===== config.mk =====
export PLATFORM = sky130hd
export DESIGN_NAME = alu_giris_asamasi
export DESIGN_NICKNAME = d
export VERILOG_FILES = /design/src/rtl/alu_giris_asamasi.sv
export SDC_FILE = /design/constraint.sdc
export NUM_CORES = 1
export LEC_CHECK = 0
export ABC_AREA = 1
export ABC_CLOCK_PERIOD_IN_PS = 3200
export BUFFER_PORTS_ARGS = -buffer_cell sky130_fd_sc_hd__buf_2
export CORE_AREA = 2 2 145 147
export DETAILED_ROUTE_END_ITERATION = 7
export DIE_AREA = 0 0 147 149
export PLACE_DENSITY_LB_ADDON = 0.15
export SKIP_LAST_GASP = 1
export SYNTH_ARGS = -nofsm -noshare
export SYNTH_HDL_FRONTEND = slang
export SYNTH_SLANG_ARGS = --single-unit

===== constraint.sdc =====
create_clock -name clk -period 3.2 [get_ports clk]
set_clock_uncertainty 0.05 [all_clocks]
set_input_delay 0.16 -clock clk [delete_from_list [all_inputs] [get_ports clk]]
set_output_delay 0.16 -clock clk [all_outputs]
set_load 0.01 [all_outputs]

===== src/rtl/alu_giris_asamasi.sv =====
`default_nettype none
// +----------------------------------------------------------------------------+
// | Module   : alu_giris_asamasi                                               |
// | Purpose  : ID/EX stage in front of the ALU. Holds one decoded instruction  |
// |            behind a valid/ready handshake and selects the ALU operands.   |
// |            It forwards results from MEM/WB and stalls on load-use hazards. |
// | Config   : ALU_YONLENDIRME_EN - when defined, operands are forwarded from  |
// |            MEM/WB. When undefined, any pending producer stalls the stage   |
// |            until WB retires it.                                            |
// | Revision : 1.0 - initial release                                           |
// +----------------------------------------------------------------------------+
module alu_giris_asamasi #(
  parameter int XLEN = 32
) (
  input  logic            clk,
  input  logic            rst_n,
  input  logic            temizle,
  input  logic            id_gecerli,
  output logic            id_hazir,
  input  logic [4:0]      id_rs1_adr,
  input  logic [4:0]      id_rs2_adr,
  input  logic [4:0]      id_rd_adr,
  input  logic [XLEN-1:0] id_rs1_deger,
  input  logic [XLEN-1:0] id_rs2_deger,
  input  logic [XLEN-1:0] id_imm,
  input  logic [XLEN-1:0] id_pc,
  input  logic            id_imm_sec,
  input  logic            id_pc_sec,
  input  logic [3:0]      id_alu_dnt,
  input  logic            id_yaz_en,
  input  logic            id_yukle,
  input  logic            mem_yaz_en,
  input  logic [4:0]      mem_rd_adr,
  input  logic [XLEN-1:0] mem_sonuc,
  input  logic            mem_yukle,
  input  logic            wb_yaz_en,
  input  logic [4:0]      wb_rd_adr,
  input  logic [XLEN-1:0] wb_sonuc,
  output logic            ex_gecerli,
  input  logic            ex_hazir,
  output logic [XLEN-1:0] alu_a,
  output logic [XLEN-1:0] alu_b,
  output logic [3:0]      alu_dnt,
  output logic [XLEN-1:0] ex_rs2_deger,
  output logic [4:0]      ex_rd_adr,
  output logic            ex_yaz_en,
  output logic            ex_yukle,
  output logic [XLEN-1:0] ex_pc
);

  // Holding register (current and next-state)
  logic            gecerli_q,   gecerli_d;
  logic [4:0]      rs1_adr_q,   rs1_adr_d;
  logic [4:0]      rs2_adr_q,   rs2_adr_d;
  logic [4:0]      rd_adr_q,    rd_adr_d;
  logic [XLEN-1:0] rs1_deger_q, rs1_deger_d;
  logic [XLEN-1:0] rs2_deger_q, rs2_deger_d;
  logic [XLEN-1:0] imm_q,       imm_d;
  logic [XLEN-1:0] pc_q,        pc_d;
  logic            imm_sec_q,   imm_sec_d;
  logic            pc_sec_q,    pc_sec_d;
  logic [3:0]      alu_dnt_q,   alu_dnt_d;
  logic            yaz_en_q,    yaz_en_d;
  logic            yukle_q,     yukle_d;

  // Operand views: what EX sees (ileri) and what is written back while held (tazele)
  logic [XLEN-1:0] rs1_ileri, rs2_ileri;
  logic [XLEN-1:0] rs1_tazele, rs2_tazele;
  logic            durma;
  logic            rs1_kullan;
  logic            yakala;
  logic            aktarim;

  // A PC-relative instruction never reads rs1; rs2 is always read (store data).
  assign rs1_kullan = !pc_sec_q;

`ifdef ALU_YONLENDIRME_EN
  logic mem_isabet1, mem_isabet2, wb_isabet1, wb_isabet2;

  // A loading MEM instruction has no result yet, so it is never a forwarding source.
  assign mem_isabet1 = mem_yaz_en & !mem_yukle & (mem_rd_adr == rs1_adr_q);
  assign mem_isabet2 = mem_yaz_en & !mem_yukle & (mem_rd_adr == rs2_adr_q);
  assign wb_isabet1  = wb_yaz_en & (wb_rd_adr == rs1_adr_q);
  assign wb_isabet2  = wb_yaz_en & (wb_rd_adr == rs2_adr_q);

  // The youngest producer (MEM) wins over WB; x0 is hard-wired to zero.
  assign rs1_ileri = (rs1_adr_q == 5'd0) ? '0 :
                     mem_isabet1 ? mem_sonuc :
                     wb_isabet1  ? wb_sonuc  : rs1_deger_q;
  assign rs2_ileri = (rs2_adr_q == 5'd0) ? '0 :
                     mem_isabet2 ? mem_sonuc :
                     wb_isabet2  ? wb_sonuc  : rs2_deger_q;

  assign rs1_tazele = rs1_ileri;
  assign rs2_tazele = rs2_ileri;

  // Only a load in MEM forces a bubble; its data comes from WB one cycle later.
  assign durma = gecerli_q & mem_yaz_en & mem_yukle & (mem_rd_adr != 5'd0) &
                 (((mem_rd_adr == rs1_adr_q) & rs1_kullan) | (mem_rd_adr == rs2_adr_q));
`else
  logic mem_bagimli, wb_bagimli;
  logic unused_mem;

  // Without bypass paths the MEM result and its load flag have no consumer here.
  assign unused_mem = ^{mem_sonuc, mem_yukle};

  assign rs1_ileri = (rs1_adr_q == 5'd0) ? '0 : rs1_deger_q;
  assign rs2_ileri = (rs2_adr_q == 5'd0) ? '0 : rs2_deger_q;

  // WB results are still captured into the held entry so a stall can end.
  assign rs1_tazele = (wb_yaz_en & (wb_rd_adr == rs1_adr_q) & (rs1_adr_q != 5'd0)) ?
                      wb_sonuc : rs1_deger_q;
  assign rs2_tazele = (wb_yaz_en & (wb_rd_adr == rs2_adr_q) & (rs2_adr_q != 5'd0)) ?
                      wb_sonuc : rs2_deger_q;

  assign mem_bagimli = mem_yaz_en & (mem_rd_adr != 5'd0) &
                       (((mem_rd_adr == rs1_adr_q) & rs1_kullan) | (mem_rd_adr == rs2_adr_q));
  assign wb_bagimli  = wb_yaz_en & (wb_rd_adr != 5'd0) &
                       (((wb_rd_adr == rs1_adr_q) & rs1_kullan) | (wb_rd_adr == rs2_adr_q));

  // Any in-flight producer of a used source blocks issue.
  assign durma = gecerli_q & (mem_bagimli | wb_bagimli);
`endif

  // Handshakes
  assign ex_gecerli = gecerli_q & !durma;
  assign aktarim    = ex_gecerli & ex_hazir;
  assign id_hazir   = !gecerli_q | aktarim;
  assign yakala     = id_gecerli & id_hazir;

  // Operand selection and pass-through fields
  assign alu_a        = pc_sec_q  ? pc_q  : rs1_ileri;
  assign alu_b        = imm_sec_q ? imm_q : rs2_ileri;
  assign ex_rs2_deger = rs2_ileri;
  assign alu_dnt      = alu_dnt_q;
  assign ex_rd_adr    = rd_adr_q;
  assign ex_yaz_en    = yaz_en_q;
  assign ex_yukle     = yukle_q;
  assign ex_pc        = pc_q;

  // Next state of the holding register: flush, capture, drain or refresh in place.
  always_comb begin
    gecerli_d   = gecerli_q;
    rs1_adr_d   = rs1_adr_q;
    rs2_adr_d   = rs2_adr_q;
    rd_adr_d    = rd_adr_q;
    rs1_deger_d = rs1_deger_q;
    rs2_deger_d = rs2_deger_q;
    imm_d       = imm_q;
    pc_d        = pc_q;
    imm_sec_d   = imm_sec_q;
    pc_sec_d    = pc_sec_q;
    alu_dnt_d   = alu_dnt_q;
    yaz_en_d    = yaz_en_q;
    yukle_d     = yukle_q;
    if (temizle) begin
      gecerli_d = 1'b0;
    end else if (yakala) begin
      gecerli_d   = 1'b1;
      rs1_adr_d   = id_rs1_adr;
      rs2_adr_d   = id_rs2_adr;
      rd_adr_d    = id_rd_adr;
      rs1_deger_d = id_rs1_deger;
      rs2_deger_d = id_rs2_deger;
      imm_d       = id_imm;
      pc_d        = id_pc;
      imm_sec_d   = id_imm_sec;
      pc_sec_d    = id_pc_sec;
      alu_dnt_d   = id_alu_dnt;
      yaz_en_d    = id_yaz_en;
      yukle_d     = id_yukle;
    end else if (aktarim) begin
      gecerli_d = 1'b0;
    end else if (gecerli_q) begin
      rs1_deger_d = rs1_tazele;
      rs2_deger_d = rs2_tazele;
    end
  end

  // State register; reset discards the held instruction immediately.
  always_ff @(posedge clk or negedge rst_n) begin
    if (!rst_n) begin
      gecerli_q   <= 1'b0;
      rs1_adr_q   <= 5'd0;
      rs2_adr_q   <= 5'd0;
      rd_adr_q    <= 5'd0;
      rs1_deger_q <= '0;
      rs2_deger_q <= '0;
      imm_q       <= '0;
      pc_q        <= '0;
      imm_sec_q   <= 1'b0;
      pc_sec_q    <= 1'b0;
      alu_dnt_q   <= 4'b0000;
      yaz_en_q    <= 1'b0;
      yukle_q     <= 1'b0;
    end else begin
      gecerli_q   <= gecerli_d;
      rs1_adr_q   <= rs1_adr_d;
      rs2_adr_q   <= rs2_adr_d;
      rd_adr_q    <= rd_adr_d;
      rs1_deger_q <= rs1_deger_d;
      rs2_deger_q <= rs2_deger_d;
      imm_q       <= imm_d;
      pc_q        <= pc_d;
      imm_sec_q   <= imm_sec_d;
      pc_sec_q    <= pc_sec_d;
      alu_dnt_q   <= alu_dnt_d;
      yaz_en_q    <= yaz_en_d;
      yukle_q     <= yukle_d;
    end
  end

endmodule
`default_nettype wire


======== Word-level counts from Yosys, hierarchy flattened ========
Cells that the tools add are included.
W data, S select, Z words.
cells by class
  bitwise logic cells ..................... 19
  mux-type cells .......................... 15
  equal/unequal tests ..................... 5
  reduce and logical (&&, ||, !) cells .... 16
operators by type and width
  cell                  count
  $mux W32              12
  $eq A5 B5 Y1          4
  $reduce_bool A5 Y1    4
  $and A1 B1 Y1         14
  $logic_not A5 Y1      2
  $reduce_and A4 Y1     2
  $reduce_bool A2 Y1    3
  $or A1 B1 Y1          4
  $logic_not A1 Y1      3
  $mux W1               3
  $reduce_bool A3 Y1    1
  $ne A2 B2 Y1 const B  1
  $reduce_and A2 Y1     1
  $not A1 Y1            1
word-level totals
  bits of input ports ..................... 233
  logic and storage cells ................. 68
  register bits ........................... 152
  output and inout port bits .............. 141

======== Depth between registers and ports, before layout ========
  word-level depth ........................ 13
  mapped depth ............................ 15
  depth with buffers taken out ............ 14

======== Worst setup path after synthesis ========
OpenSTA, ideal clock, no wires.
  path type ............................... register to register
  from .................................... register rs2_adr_q[0]
  to ...................................... register rs2_deger_q[0]
  required time ........................... 3034 ps
  slack ................................... 1333 ps
  data arrival time ....................... 1700 ps
  library setup time ...................... 116 ps
  stages on the path, launching flop included .. 13
  cells stage by stage .................... dfrtp_1 -> or2_0 -> a21oi_1 -> nand3_1 -> nand2_1 -> nand2_1 -> nand3_1 -> nand2_2 -> a21oi_4 -> nand2_1 -> buf_2 -> nand2_1 -> nand2_1
between the ends
  longest elaborated chain between the ends .. 12
ends and longest elaborated chain
  what                                                                        RTL line       source
  start: declaration                                                          54             logic [4:0] rs2_adr_q, rs2_adr_d;
  start signal: assignment                                                    199            rs2_adr_q <= rs2_adr_d;
  $eq A5 B5 Y1 (on tied branches)                                             117, 113, 119
  $or A1 B1 Y1 (on tied branches)                                             117, 119
  $and A1 B1 Y1 (on tied branches)                                            116, 118
  $or A1 B1 Y1                                                                122            assign durma = gecerli_q & (mem_bagimli | wb_bagimli);
  $and A1 B1 Y1                                                               122
  $logic_not A1 Y1                                                            126            assign ex_gecerli = gecerli_q & !durma;
  $and A1 B1 Y1                                                               126
  $and A1 B1 Y1                                                               127            assign aktarim = ex_gecerli & ex_hazir;
  $or A1 B1 Y1                                                                128            assign id_hazir = !gecerli_q | aktarim;
  $and A1 B1 Y1                                                               129            assign yakala = id_gecerli & id_hazir;
  $ne A2 B2 Y1 (no source line) / $reduce_bool A2 Y1 (equally long branches)  n/a
  $reduce_and A4 Y1 (no source line)                                          n/a
  end signal: assignment                                                      202            rs2_deger_q <= rs2_deger_d;
  end: declaration                                                            57             logic [XLEN-1:0] rs2_deger_q, rs2_deger_d;
Parallel ways exist; a longest one is shown, timed or not.
A chain may end at the register's enable or synchronous reset.

======== Final worst setup path ========
  from .................................... register rs2_adr_q[0]
  to ...................................... register rs2_deger_q[11]
Same word-level chain as after synthesis.

==> impl_metrics.env <==
export IMPL_run_status="finished, final reports clean"
export IMPL_grt_use_total_pct=26.0
export IMPL_crit_family="simple AND/OR/NAND/NOR gates"
export IMPL_die_height_um=149
export IMPL_max_clock_freq_mhz=366
export IMPL_synth_cells=1165
export IMPL_route_detailed_drc=0
export IMPL_endpoint_arrival_time_on_the_critical_path_ns=3.04
export IMPL_clockRootBuffer="sky130_fd_sc_hd__clkbuf_16"
export IMPL_synth_warnings=0
export IMPL_synth_largest_type_area_fraction_pct=47.1
export IMPL_dpl_cell_count=1723
export IMPL_synthesis_area_sq_mm=0.00808
export IMPL_reg2reg_from="rs2_adr_q[0]$_DFFE_PN0P_"
export IMPL_first_iter_violations=435
export IMPL_nature_of_the_critical_path_endpoint="flop"
export IMPL_max_h_tree_level=4
export IMPL_crit_path_frequent_cell="sky130_fd_sc_hd__nand2_1"
export IMPL_synth_top_cell_by_area="sky130_fd_sc_hd__dfrtp_1"
export IMPL_path_buf_inv=1
export IMPL_period_share_pct=85.3
export IMPL_leading_post_synthesis_cells_by_cell_area="sky130_fd_sc_hd__dfrtp_1 (47%), sky130_fd_sc_hd__nand2_1 (24%), sky130_fd_sc_hd__nand3_1 (8.5%)"
export IMPL_first_global_vias=8154
export IMPL_drt_antenna_violating_nets=0
export IMPL_ffs_latches_synth=152
export IMPL_number_of_enable_type_register_cells_in_the_synthesized_netlist=0
export IMPL_final_cells=1850
export IMPL_power_density_mw_per_mm2=560
export IMPL_required_ns=3.51
export IMPL_cap_viol_max_count=0
export IMPL_min_period_ns=2.73
export IMPL_min_delay_path_class="in -> reg"
export IMPL_synth_fp_nets=1398
export IMPL_timing_worst_slew_pin_value_ns=1.01
export IMPL_vdd_ir_drop_max_v=0.000365
export IMPL_portBuffers=340
export IMPL_timing_final_max_slew_violations=0
export IMPL_slew_limit_headroom_pct=32.9
export IMPL_area_of_the_placeable_core_sq_mm=0.0206
export IMPL_setup_viol_count_final=0
export IMPL_synth_async_reset_ratio_pct=100
export IMPL_detail_route_vias_per_cell=4.65
export IMPL_min_delay_worst_endpoint="rs2_deger_q[24]$_DFFE_PN0P_"
export IMPL_wire_per_inst_um=15.4
export IMPL_final_setup_tns_ns=0
export IMPL_hold_path_cell_count=5
export IMPL_grt_pass1_wl_um=44000
export IMPL_synthMostInstantiatedCell="sky130_fd_sc_hd__nand2_1"
export IMPL_synthesis_area_per_instance_sq_um=6.93
export IMPL_rsz_0062_raised_after_global_routing="false"
export IMPL_unique_masters_post_synth=22
export IMPL_grt_start_max_net_pins=106
export IMPL_die_area_sq_mm=0.0219
export IMPL_crit_path_max_incr_delay_ns=0.79
export IMPL_synth_main_ff_cell="sky130_fd_sc_hd__dfrtp_1"
export IMPL_kind_of_start_point_of_the_critical_path="flop"
export IMPL_chipWidth_um=147
export IMPL_dp_hpwl_um=20300
export IMPL_cts_made_buffers=17
export IMPL_power_static_leakage_nw=6.80
export IMPL_top_cell_types_by_occurrence_after_synthesis="sky130_fd_sc_hd__nand2_1 (508), sky130_fd_sc_hd__dfrtp_1 (152), sky130_fd_sc_hd__nand3_1 (137), sky130_fd_sc_hd__inv_1 (132), sky130_fd_sc_hd__o21ai_0 (113)"
export IMPL_reg2reg_setup_slack_ns=0.47
export IMPL_pin_count=374
export IMPL_detail_route_first_pass_iterations=5
export IMPL_list_of_cells_traversed_by_the_critical_path="nand2_1 -> inv_1 -> nor2_1 -> nor2_1 -> nand3_1 -> nand2_1 -> a21oi_2 -> nand3_1 -> nand2_2 -> nand2_2 -> a21oi_4 -> nand2_1 -> nand2_1"
export IMPL_share_of_layout_cells_above_drive_strength_1_pct=25.2
export IMPL_num_rows=53
export IMPL_antenna_found_initial=6
export IMPL_synth_sequential_area_ratio_pct=47.1
export IMPL_critPathSlowestCell="sky130_fd_sc_hd__a21oi_4"
export IMPL_place_area_sq_mm=0.00995
export IMPL_post_cts_resized_instances=0
export IMPL_reg2reg_depth=13
export IMPL_clkSinkCount=152
export IMPL_insertion_delay_ns=0.42
export IMPL_place_congestion=0.907
export IMPL_worst_path_max_fanout=32
export IMPL_criticalPathCategory="reg -> reg"
export IMPL_layout_cell_area_non_filler_sq_mm=0.0114
export IMPL_tritoncts="yes"
export IMPL_dr_total_vias=8609
export IMPL_hp_start="id_rs2_deger[24]"
export IMPL_floorplan_initialDensity_pct=39.3
export IMPL_layout_overhead_on_the_synthesized_area_pct=41.3
export IMPL_cts_buffer_depth=2
export IMPL_grt_remaining_overflow=0
export IMPL_worstReg2RegEnd="rs2_deger_q[11]$_DFFE_PN0P_"
export IMPL_finalHoldViolations=0
export IMPL_clk_transition_reported_paths_ns=0.07
export IMPL_nets=1790
export IMPL_totalWireLength_um=28500
export IMPL_final_hold_worst_slack_ns=0.0171
-- worst max path at each step --
stage | start | depth (start not counted) | slack, ns | to
global placement | rs2_adr_q[3]$_DFFE_PN0P_ | 13 | 0.43 | rs2_deger_q[11]$_DFFE_PN0P_
detailed placement | rs2_adr_q[0]$_DFFE_PN0P_ | 13 | 0.44 | rs2_deger_q[11]$_DFFE_PN0P_
global route | rs1_adr_q[3]$_DFFE_PN0P_ | 13 | 0.15 | rs2_deger_q[11]$_DFFE_PN0P_
CTS | rs2_adr_q[0]$_DFFE_PN0P_ | 13 | 0.43 | rs2_deger_q[11]$_DFFE_PN0P_
finish | rs2_adr_q[0]$_DFFE_PN0P_ | 13 | 0.47 | rs2_deger_q[11]$_DFFE_PN0P_
floorplan | rs2_adr_q[0]$_DFFE_PN0P_ | 12 | 1.33 | rs2_deger_q[0]$_DFFE_PN0P_
-- layout by cell type, fill, tap and decap left out, drive strengths merged --
master / n
or2: 1
a21oi: 15
o21ai: 113
dlygate4sd3: 90
clkinv: 6
nand4: 2
nand2: 512
clkbuf: 18
nor3: 1
nor2: 21
buf: 354
xnor2: 3
dfrtp: 152
diode: 5
clkinvlp: 2
xor2: 1
and2: 1
nand3: 137
inv: 139
nand3b: 2
-- cells by family (layout without fill, tap and decap cells) --
family | Yosys count | count (layout) | synth area share (%)
AOI/OAI and AO/OA | 128 | 128 | 8.16
xor gates and xnor gates | 4 | 4 | 0.434
and+or+nand+nor | 677 | 677 | 33.9
DFF | 152 | 152 | 47.1
buffers and inverters | 204 | 609 | 10.4
other | 0 | 5 | 0
-- power by group --
part           internal [mW]  switching, mW  leakage (nW)
sequential              2.30          0.266          1.88
combinational          0.797           1.14          4.65
clock                   1.01          0.872         0.264
total                   4.11           2.28          6.80
-- worst min-delay path, stage by stage --
cell and delay [ns]:
sky130_fd_sc_hd__buf_2 0.08, sky130_fd_sc_hd__nand3_1 0.06, sky130_fd_sc_hd__nand2_1 0.06, sky130_fd_sc_hd__nand2_1 0.04, sky130_fd_sc_hd__nand2_1 0.05
-- registers in the layout (all words and copies together) (netlist names) --
register     cells
ex_pc           32
imm_q           32
rs1_deger_q     32
rs2_deger_q     32
ex_rd_adr        5
rs1_adr_q        5
rs2_adr_q        5
alu_dnt          4
ex_yaz_en        1
ex_yukle         1
gecerli_q        1
imm_sec_q        1
pc_sec_q         1
-- stage by stage --
step	worst slack [ns]	utilization (%)	power [mW]
6_report	0.470	55.5	6.39
5_1_grt	0.149	55.5	6.82
3_3_place_gp	0.433	48.4	4.44
3_5_place_dp	0.441	48.4	4.46
2_1_floorplan	1.33	-	3.61
4_1_cts	0.431	55.5	6.45
-- final cells by class --
cell class                 instances  area (sq um)
sequential                       152          3800
timing repair buffer             444          2750
tap                              275           344
fill                            2033          9150
antenna                            5          12.5
clock inverter                    14           115
multi-input combinational        809          3460
clock buffer                      18           429
inverter                         133           499
-- routing by layer --
| layer | global-route usage [%] | part of all wire [%] | vias up |
|---|---|---|---|
| li1 | - | - | 4392 |
| met1 | 34.2 | 44 | 3851 |
| met2 | 42.9 | 47 | 311 |
| met3 | 4.62 | 5.8 | 53 |
| met4 | 10.2 | 3.1 | 2 |
| met5 | 0 | 0.039 | - |
-- what timing repair did --
item                                    4_1_cts  5_1_grt
hold endpoints to repair                    193        0
endpoints found under the setup margin        0        0
setup buffers                                 0        0
hold buffers                                 90        0
Note: power is estimated with default switching activity, not from simulation.
